<file path="src/rtl/id_stage_hz.sv">
// RISC-V decode stage with built-in ID/EX register, write-back bypass and load-use bubbling.
// Define ID_ILLEGAL_DETECT_EN to add the registered id_ex_illegal flag for unknown opcodes.

`ifndef CONTROL_SIGNALS_WIDTH
`define CONTROL_SIGNALS_WIDTH 11
`endif
`ifndef CTRL_REG_WRITE
`define CTRL_REG_WRITE  0
`endif
`ifndef CTRL_ALU_SRC
`define CTRL_ALU_SRC    1
`endif
`ifndef CTRL_MEM_READ
`define CTRL_MEM_READ   2
`endif
`ifndef CTRL_MEM_WRITE
`define CTRL_MEM_WRITE  3
`endif
`ifndef CTRL_MEM_TO_REG
`define CTRL_MEM_TO_REG 4
`endif
`ifndef CTRL_BRANCH
`define CTRL_BRANCH     5
`endif
`ifndef CTRL_JUMP
`define CTRL_JUMP       6
`endif
`ifndef CTRL_ALU_OP_LO
`define CTRL_ALU_OP_LO  7
`endif
`ifndef CTRL_ALU_OP_HI
`define CTRL_ALU_OP_HI  10
`endif
`ifndef ALU_ADD
`define ALU_ADD 4'b0001
`endif

module id_stage_hz #(
    parameter int XLEN            = 32,
    parameter int CTRL_W          = `CONTROL_SIGNALS_WIDTH,
    parameter int LOAD_USE_CYCLES = 1
) (
    input  logic              clk,
    input  logic              reset,
    input  logic              stall,
    input  logic              flush,
    input  logic              if_id_valid,
    input  logic [XLEN-1:0]   if_id_pc,
    input  logic [31:0]       if_id_instruction,
    output logic [4:0]        rs1_addr,
    output logic [4:0]        rs2_addr,
    input  logic [XLEN-1:0]   rs1_data,
    input  logic [XLEN-1:0]   rs2_data,
    input  logic [4:0]        mem_wb_rd_addr,
    input  logic [XLEN-1:0]   mem_wb_rd_data,
    input  logic              mem_wb_reg_write,
    output logic              hazard_stall,
    output logic [XLEN-1:0]   id_ex_pc,
    output logic [31:0]       id_ex_instruction,
    output logic [XLEN-1:0]   id_ex_rs1_data,
    output logic [XLEN-1:0]   id_ex_rs2_data,
    output logic [XLEN-1:0]   id_ex_immediate,
    output logic [4:0]        id_ex_rd_addr,
    output logic [4:0]        id_ex_rs1_addr,
    output logic [4:0]        id_ex_rs2_addr,
    output logic [CTRL_W-1:0] id_ex_control_signals,
`ifdef ID_ILLEGAL_DETECT_EN
    output logic              id_ex_illegal,
`endif
    output logic              id_ex_valid
);

    localparam logic [6:0]  OPC_LUI    = 7'b0110111;
    localparam logic [6:0]  OPC_AUIPC  = 7'b0010111;
    localparam logic [6:0]  OPC_JAL    = 7'b1101111;
    localparam logic [6:0]  OPC_JALR   = 7'b1100111;
    localparam logic [6:0]  OPC_BRANCH = 7'b1100011;
    localparam logic [6:0]  OPC_LOAD   = 7'b0000011;
    localparam logic [6:0]  OPC_STORE  = 7'b0100011;
    localparam logic [6:0]  OPC_OPIMM  = 7'b0010011;
    localparam logic [6:0]  OPC_OP     = 7'b0110011;
    localparam logic [31:0] NOP_INSTR  = 32'h00000013;

    typedef enum logic [0:0] {ST_RUN, ST_BUBBLE} state_t;

    state_t            r_state;
    logic [1:0]        r_cnt;
    logic [XLEN-1:0]   r_pc;
    logic [31:0]       r_instr;
    logic [XLEN-1:0]   r_rs1_data;
    logic [XLEN-1:0]   r_rs2_data;
    logic [XLEN-1:0]   r_imm;
    logic [4:0]        r_rd;
    logic [4:0]        r_rs1;
    logic [4:0]        r_rs2;
    logic [CTRL_W-1:0] r_ctrl;
    logic              r_valid;

    logic [31:0]       w_instr;
    logic [6:0]        w_opcode;
    logic [4:0]        w_rd;
    logic [31:0]       w_imm32;
    logic [XLEN-1:0]   w_imm;
    logic [CTRL_W-1:0] w_ctrl;
    logic              w_use_rs1;
    logic              w_use_rs2;
    logic              w_load_hazard;
    logic [4:0]        w_src_addr [2];
    logic [XLEN-1:0]   w_src_rf   [2];
    logic [XLEN-1:0]   w_src_val  [2];

    assign w_instr  = if_id_instruction;
    assign w_opcode = w_instr[6:0];
    assign w_rd     = w_instr[11:7];
    assign rs1_addr = w_instr[19:15];
    assign rs2_addr = w_instr[24:20];

    assign w_src_addr[0] = rs1_addr;
    assign w_src_addr[1] = rs2_addr;
    assign w_src_rf[0]   = rs1_data;
    assign w_src_rf[1]   = rs2_data;

    // x0 reads as zero; otherwise the value being written back this cycle wins over the file
    generate
        for (genvar gi = 0; gi < 2; gi++) begin : g_operand
            assign w_src_val[gi] = (w_src_addr[gi] == 5'd0) ? '0 :
                                   (mem_wb_reg_write && mem_wb_rd_addr == w_src_addr[gi]) ?
                                   mem_wb_rd_data : w_src_rf[gi];
        end
    endgenerate

    always_comb begin
        w_imm32   = '0;
        w_ctrl    = '0;
        w_use_rs1 = 1'b0;
        w_use_rs2 = 1'b0;
        case (w_opcode)
            OPC_LUI, OPC_AUIPC: begin
                w_imm32 = {w_instr[31:12], 12'b0};
            end
            OPC_JAL: begin
                w_imm32 = {{11{w_instr[31]}}, w_instr[31], w_instr[19:12], w_instr[20],
                           w_instr[30:21], 1'b0};
                w_ctrl[`CTRL_JUMP]      = 1'b1;
                w_ctrl[`CTRL_REG_WRITE] = 1'b1;
            end
            OPC_JALR: begin
                w_imm32   = {{20{w_instr[31]}}, w_instr[31:20]};
                w_use_rs1 = 1'b1;
                w_ctrl[`CTRL_JUMP]      = 1'b1;
                w_ctrl[`CTRL_REG_WRITE] = 1'b1;
            end
            OPC_BRANCH: begin
                w_imm32 = {{19{w_instr[31]}}, w_instr[31], w_instr[7], w_instr[30:25],
                           w_instr[11:8], 1'b0};
                w_use_rs1 = 1'b1;
                w_use_rs2 = 1'b1;
                w_ctrl[`CTRL_BRANCH] = 1'b1;
            end
            OPC_LOAD: begin
                w_imm32   = {{20{w_instr[31]}}, w_instr[31:20]};
                w_use_rs1 = 1'b1;
                w_ctrl[`CTRL_MEM_READ]   = 1'b1;
                w_ctrl[`CTRL_MEM_TO_REG] = 1'b1;
                w_ctrl[`CTRL_REG_WRITE]  = 1'b1;
                w_ctrl[`CTRL_ALU_SRC]    = 1'b1;
            end
            OPC_STORE: begin
                w_imm32   = {{20{w_instr[31]}}, w_instr[31:25], w_instr[11:7]};
                w_use_rs1 = 1'b1;
                w_use_rs2 = 1'b1;
                w_ctrl[`CTRL_MEM_WRITE] = 1'b1;
                w_ctrl[`CTRL_ALU_SRC]   = 1'b1;
            end
            OPC_OPIMM: begin
                w_imm32   = {{20{w_instr[31]}}, w_instr[31:20]};
                w_use_rs1 = 1'b1;
                w_ctrl[`CTRL_REG_WRITE] = 1'b1;
                w_ctrl[`CTRL_ALU_SRC]   = 1'b1;
                if (w_instr[14:12] == 3'b000)
                    w_ctrl[`CTRL_ALU_OP_HI:`CTRL_ALU_OP_LO] = `ALU_ADD;
            end
            OPC_OP: begin
                w_use_rs1 = 1'b1;
                w_use_rs2 = 1'b1;
                w_ctrl[`CTRL_REG_WRITE] = 1'b1;
                if (w_instr[14:12] == 3'b000 && w_instr[31:25] == 7'b0)
                    w_ctrl[`CTRL_ALU_OP_HI:`CTRL_ALU_OP_LO] = `ALU_ADD;
            end
            default: ;
        endcase
    end

    assign w_imm = XLEN'($signed(w_imm32));

    // Only the instruction currently in ID/EX can still be a load in flight
    assign w_load_hazard = if_id_valid && r_valid && r_ctrl[`CTRL_MEM_READ] && (r_rd != 5'd0) &&
                           ((w_use_rs1 && r_rd == rs1_addr) || (w_use_rs2 && r_rd == rs2_addr));

    assign hazard_stall = (r_state == ST_BUBBLE) || (r_state == ST_RUN && w_load_hazard);

`ifdef ID_ILLEGAL_DETECT_EN
    logic r_illegal;
    logic w_illegal;
    assign w_illegal     = !(w_opcode inside {OPC_LUI, OPC_AUIPC, OPC_JAL, OPC_JALR, OPC_BRANCH,
                                              OPC_LOAD, OPC_STORE, OPC_OPIMM, OPC_OP});
    assign id_ex_illegal = r_illegal;

    always_ff @(posedge clk) begin
        if (reset)
            r_illegal <= 1'b0;
        else if (flush)
            r_illegal <= 1'b0;
        else if (!stall) begin
            if (r_state == ST_BUBBLE || w_load_hazard || !if_id_valid)
                r_illegal <= 1'b0;
            else
                r_illegal <= w_illegal;
        end
    end
`endif

    task automatic load_bubble();
        r_pc       <= '0;
        r_instr    <= NOP_INSTR;
        r_rs1_data <= '0;
        r_rs2_data <= '0;
        r_imm      <= '0;
        r_rd       <= '0;
        r_rs1      <= '0;
        r_rs2      <= '0;
        r_ctrl     <= '0;
        r_valid    <= 1'b0;
    endtask

    always_ff @(posedge clk) begin
        if (reset) begin
            load_bubble();
            r_state <= ST_RUN;
            r_cnt   <= 2'd0;
        end else if (flush) begin
            load_bubble();
            r_state <= ST_RUN;
            r_cnt   <= 2'd0;
        end else if (stall) begin
            r_state <= r_state;
        end else if (r_state == ST_BUBBLE) begin
            load_bubble();
            if (r_cnt <= 2'd1) begin
                r_state <= ST_RUN;
                r_cnt   <= 2'd0;
            end else begin
                r_cnt <= r_cnt - 2'd1;
            end
        end else if (w_load_hazard) begin
            load_bubble();
            if (LOAD_USE_CYCLES > 1) begin
                r_state <= ST_BUBBLE;
                r_cnt   <= 2'(LOAD_USE_CYCLES - 1);
            end
        end else if (!if_id_valid) begin
            load_bubble();
        end else begin
            r_pc       <= if_id_pc;
            r_instr    <= w_instr;
            r_rs1_data <= w_src_val[0];
            r_rs2_data <= w_src_val[1];
            r_imm      <= (w_opcode == OPC_OP) ? '0 : w_imm;
            r_rd       <= w_rd;
            r_rs1      <= rs1_addr;
            r_rs2      <= rs2_addr;
            r_ctrl     <= w_ctrl;
            r_valid    <= 1'b1;
        end
    end

    assign id_ex_pc              = r_pc;
    assign id_ex_instruction     = r_instr;
    assign id_ex_rs1_data        = r_rs1_data;
    assign id_ex_rs2_data        = r_rs2_data;
    assign id_ex_immediate       = r_imm;
    assign id_ex_rd_addr         = r_rd;
    assign id_ex_rs1_addr        = r_rs1;
    assign id_ex_rs2_addr        = r_rs2;
    assign id_ex_control_signals = r_ctrl;
    assign id_ex_valid           = r_valid;

endmodule

</file>
<file path="config.mk">
export PLATFORM = sky130hd
export DESIGN_NAME = id_stage_hz
export DESIGN_NICKNAME = d
export VERILOG_FILES = /design/src/rtl/id_stage_hz.sv
export SDC_FILE = /design/constraint.sdc
export NUM_CORES = 1
export LEC_CHECK = 0
export ABC_CLOCK_PERIOD_IN_PS = 2720
export CORE_AREA = 2 2 142 144
export CTS_BUF_LIST = sky130_fd_sc_hd__clkbuf_2
export DETAILED_ROUTE_END_ITERATION = 8
export DIE_AREA = 0 0 144 146
export PLACE_DENSITY = 0.73
export REMOVE_ABC_BUFFERS = 1
export SETUP_SLACK_MARGIN = 0.02
export SYNTH_ARGS = -nofsm -noshare
export SYNTH_HDL_FRONTEND = slang
export SYNTH_SLANG_ARGS = --single-unit
</file>
<file path="constraint.sdc">
create_clock -name clk -period 2.72 [get_ports clk]
set_clock_uncertainty 0.05 [all_clocks]
set_input_delay 0.544 -clock clk [delete_from_list [all_inputs] [get_ports clk]]
set_output_delay 0.544 -clock clk [all_outputs]
set_load 0.01 [all_outputs]
</file>
==> flow_summary.ini <==
[run_status]
status = finished with violations
violations = negative setup slack

[worst_hold_path]
hp-class = primary input to flop

[critical_path]
critical_path_class = flop to primary output
cp_max_fo = 6
arrival_ns = 2.14
critPathLaunchType = flop
cp-end-kind = primary output
critPathRequiredTime_ns = 2.13

[final_layout]
stdcell_count = 1320
final_cell_mix = clkdlybuf4s50_1 (364), dfxtp_1 (166), nand2_1 (101), o21ai_0 (89), mux2i_1 (65)
layout.nets = 1213
drive_above_1_share = 0.0863
final_common_cell = clkdlybuf4s50_1
syn_to_final_growth_pct = 61.3

[global_routing]
grt_pass1_vias = 6315
antenna_found_initial = 1
grt_pass1_wl_mm = 36.0
grt_util_all_layers = 0.221
grt_max_degree = 56
grt_overflow = 0

[clock_network]
clk_latency_ns = 0.70
cts-root-buf = clkbuf_2
cts.sinks = 171
clk_pin_slew_ns = 0.26
cts-buffers-inserted = 17
cts_htree_levels = 4
tritoncts = yes
cts.path.max_buffers = 2

[logic_synthesis]
yosysUniqueCellTypes = 43
synthMuxAreaShare = 0.0956
synth-edff-count = 0
synth-compound-area-share = 0.204
yosys_register_bits = 171
synth_async_sr_flop_share = 0
yosys.area_share.adder = 0
synth-xor-area-share = 0.0257
synth-simple-area-share = 0.0965
ys_seq_area_frac = 0.503
yosysWarnings = 0
syn_area_um2 = 6810
syn_inst = 695
synth.avg_cell_area_um2 = 9.80
ys.flop_type = dfxtp_1
synth_top_family_by_area = compound AO/OA/AOI/OAI gates

[route]
firstDrtPassIters = 5
viasPerCell = 4.91
via_count = 6487
drt-total-wl_mm = 24.0
wl_per_cell_um = 18.1
drt-initial-drc-count = 299
drc = 0
ant_nets = 0

[job]
maxCapViolCount = 0

[die]
die_area_um2 = 21000
start_util = 0.352
die_h_um = 146
io_pins = 369
core-area_um2 = 19300
die_x_um = 144
rows = 51

[power]
powerDensity_nw_per_um2 = 411
peakVddDrop_uv = 271
p_total_w = 0.00451
p_leak_nw = 3.93

[placed_design]
gp_congestion = 0.799
port_buffers = 365
dp_hpwl_mm = 18.1
dp.cells = 1286

[sta]
max_freq_mhz = 366
final-max-slew-violation-count = 0
layout_setup_ws_ns = -0.0126
finalSetupViolations = 1
fin_crit_ns = 2.73
slew_headroom = 0.647
finalHoldViolCount = 0
finalCritPeriodShare = 1.00
tightestPinTransition_ns = 0.526
rsz0062_at_grt = true
-- power by group --
part / switching, W / internal, W
Clock: 0.000913 / 0.000345
Combinational: 0.000266 / 0.000412
Sequential: 0.0000248 / 0.00255
-- flip-flops by register name (all words and copies together), names as in the netlist --
register	flops
id_ex_control_signals	7
id_ex_immediate	32
id_ex_instruction	32
id_ex_pc	32
id_ex_rs1_data	32
id_ex_rs2_data	32
id_ex_valid	1
r_cnt	2
r_state	1
-- cell usage after synthesis (all sizes together), types with 3 or more instances --
| library cell | number | area share |
|---|---|---|
| a21o | 3 | 0.0035 |
| a32o | 9 | 0.013 |
| nand2b | 4 | 0.0037 |
| o21ai | 95 | 0.070 |
| mux2i | 65 | 0.096 |
| nor3 | 10 | 0.0081 |
| xnor2 | 4 | 0.0051 |
| o22a | 3 | 0.0039 |
| a22o | 63 | 0.081 |
| nand3 | 4 | 0.0029 |
| a22oi | 6 | 0.0066 |
| buf | 48 | 0.055 |
| clkbuf | 34 | 0.019 |
| dfxtp | 171 | 0.50 |
| nor2 | 8 | 0.0044 |
| nand2 | 101 | 0.056 |
| a21oi | 25 | 0.018 |
| xor2 | 16 | 0.021 |
| nor4 | 4 | 0.0046 |
-- worst max-delay path, cell delays in order, from the launching register on --
cell       delay [ns]
dfxtp_4          0.43
or4_4            0.53
o2111ai_2        0.18
a21o_2           0.13
nand2b_1         0.05
buf_2            0.14
-- logic make-up after synthesis --
family          Yosys count
simple gates            145
other cells               1
buf+inv                  83
xor+xnor                 20
mux                      65
compound gates          210
flops                   171
-- final timing paths --
check	slack, ns	cells past startpoint	end	from
setup / recovery	-0.01	5	hazard_stall	id_ex_instruction[8]
hold / removal	0.37	2	id_ex_pc[15]	if_id_pc[15]
setup reg to reg	0.55	7	id_ex_pc[1]	id_ex_instruction[8]
hold reg to reg	0.41	2	id_ex_immediate[26]	id_ex_immediate[26]
-- per-layer routing --
metal,GRT usage,vias to the layer above,part of all wire
li1,-,3143,-
met1,0.260,3022,0.40
met2,0.367,292,0.48
met3,0.0935,30,0.097
met4,0.0637,0,0.019
met5,0,-,0
-- repair_timing --
action,CTS,global route
buffers inserted,1,1
hold buffers,0,0
gates resized for setup,11,3
setup endpoints to repair,1,1
pin swaps,1,4
-- per-stage QoR --
stage	hold slack (ns)	cell area [µm²]	TNS [ns]	setup slack, ns	util
floorplan	0.385	6310	-199.27	-1.34	-
global placement	0.382	10700	-7.56	-0.420	0.555
detailed placement	0.389	10700	-6.94	-0.407	0.555
CTS	0.266	11000	-0.116	-0.116	0.567
global route	0.230	11000	-0.195	-0.195	0.568
finish	0.372	11000	-0.0126	-0.0126	0.568
-- final cells by class --
type	count	area, µm²
Tap cell	265	332
Sequential cell	171	3440
Multi-Input combinational cell	443	2900
Clock inverter	12	115
Timing Repair Buffer	408	4100
Antenna cell	1	2.50
Clock buffer	19	95.1
Fill cell	1745	8360
Inverter	1	3.75
No activity file was read; power rests on OpenSTA's default activity.
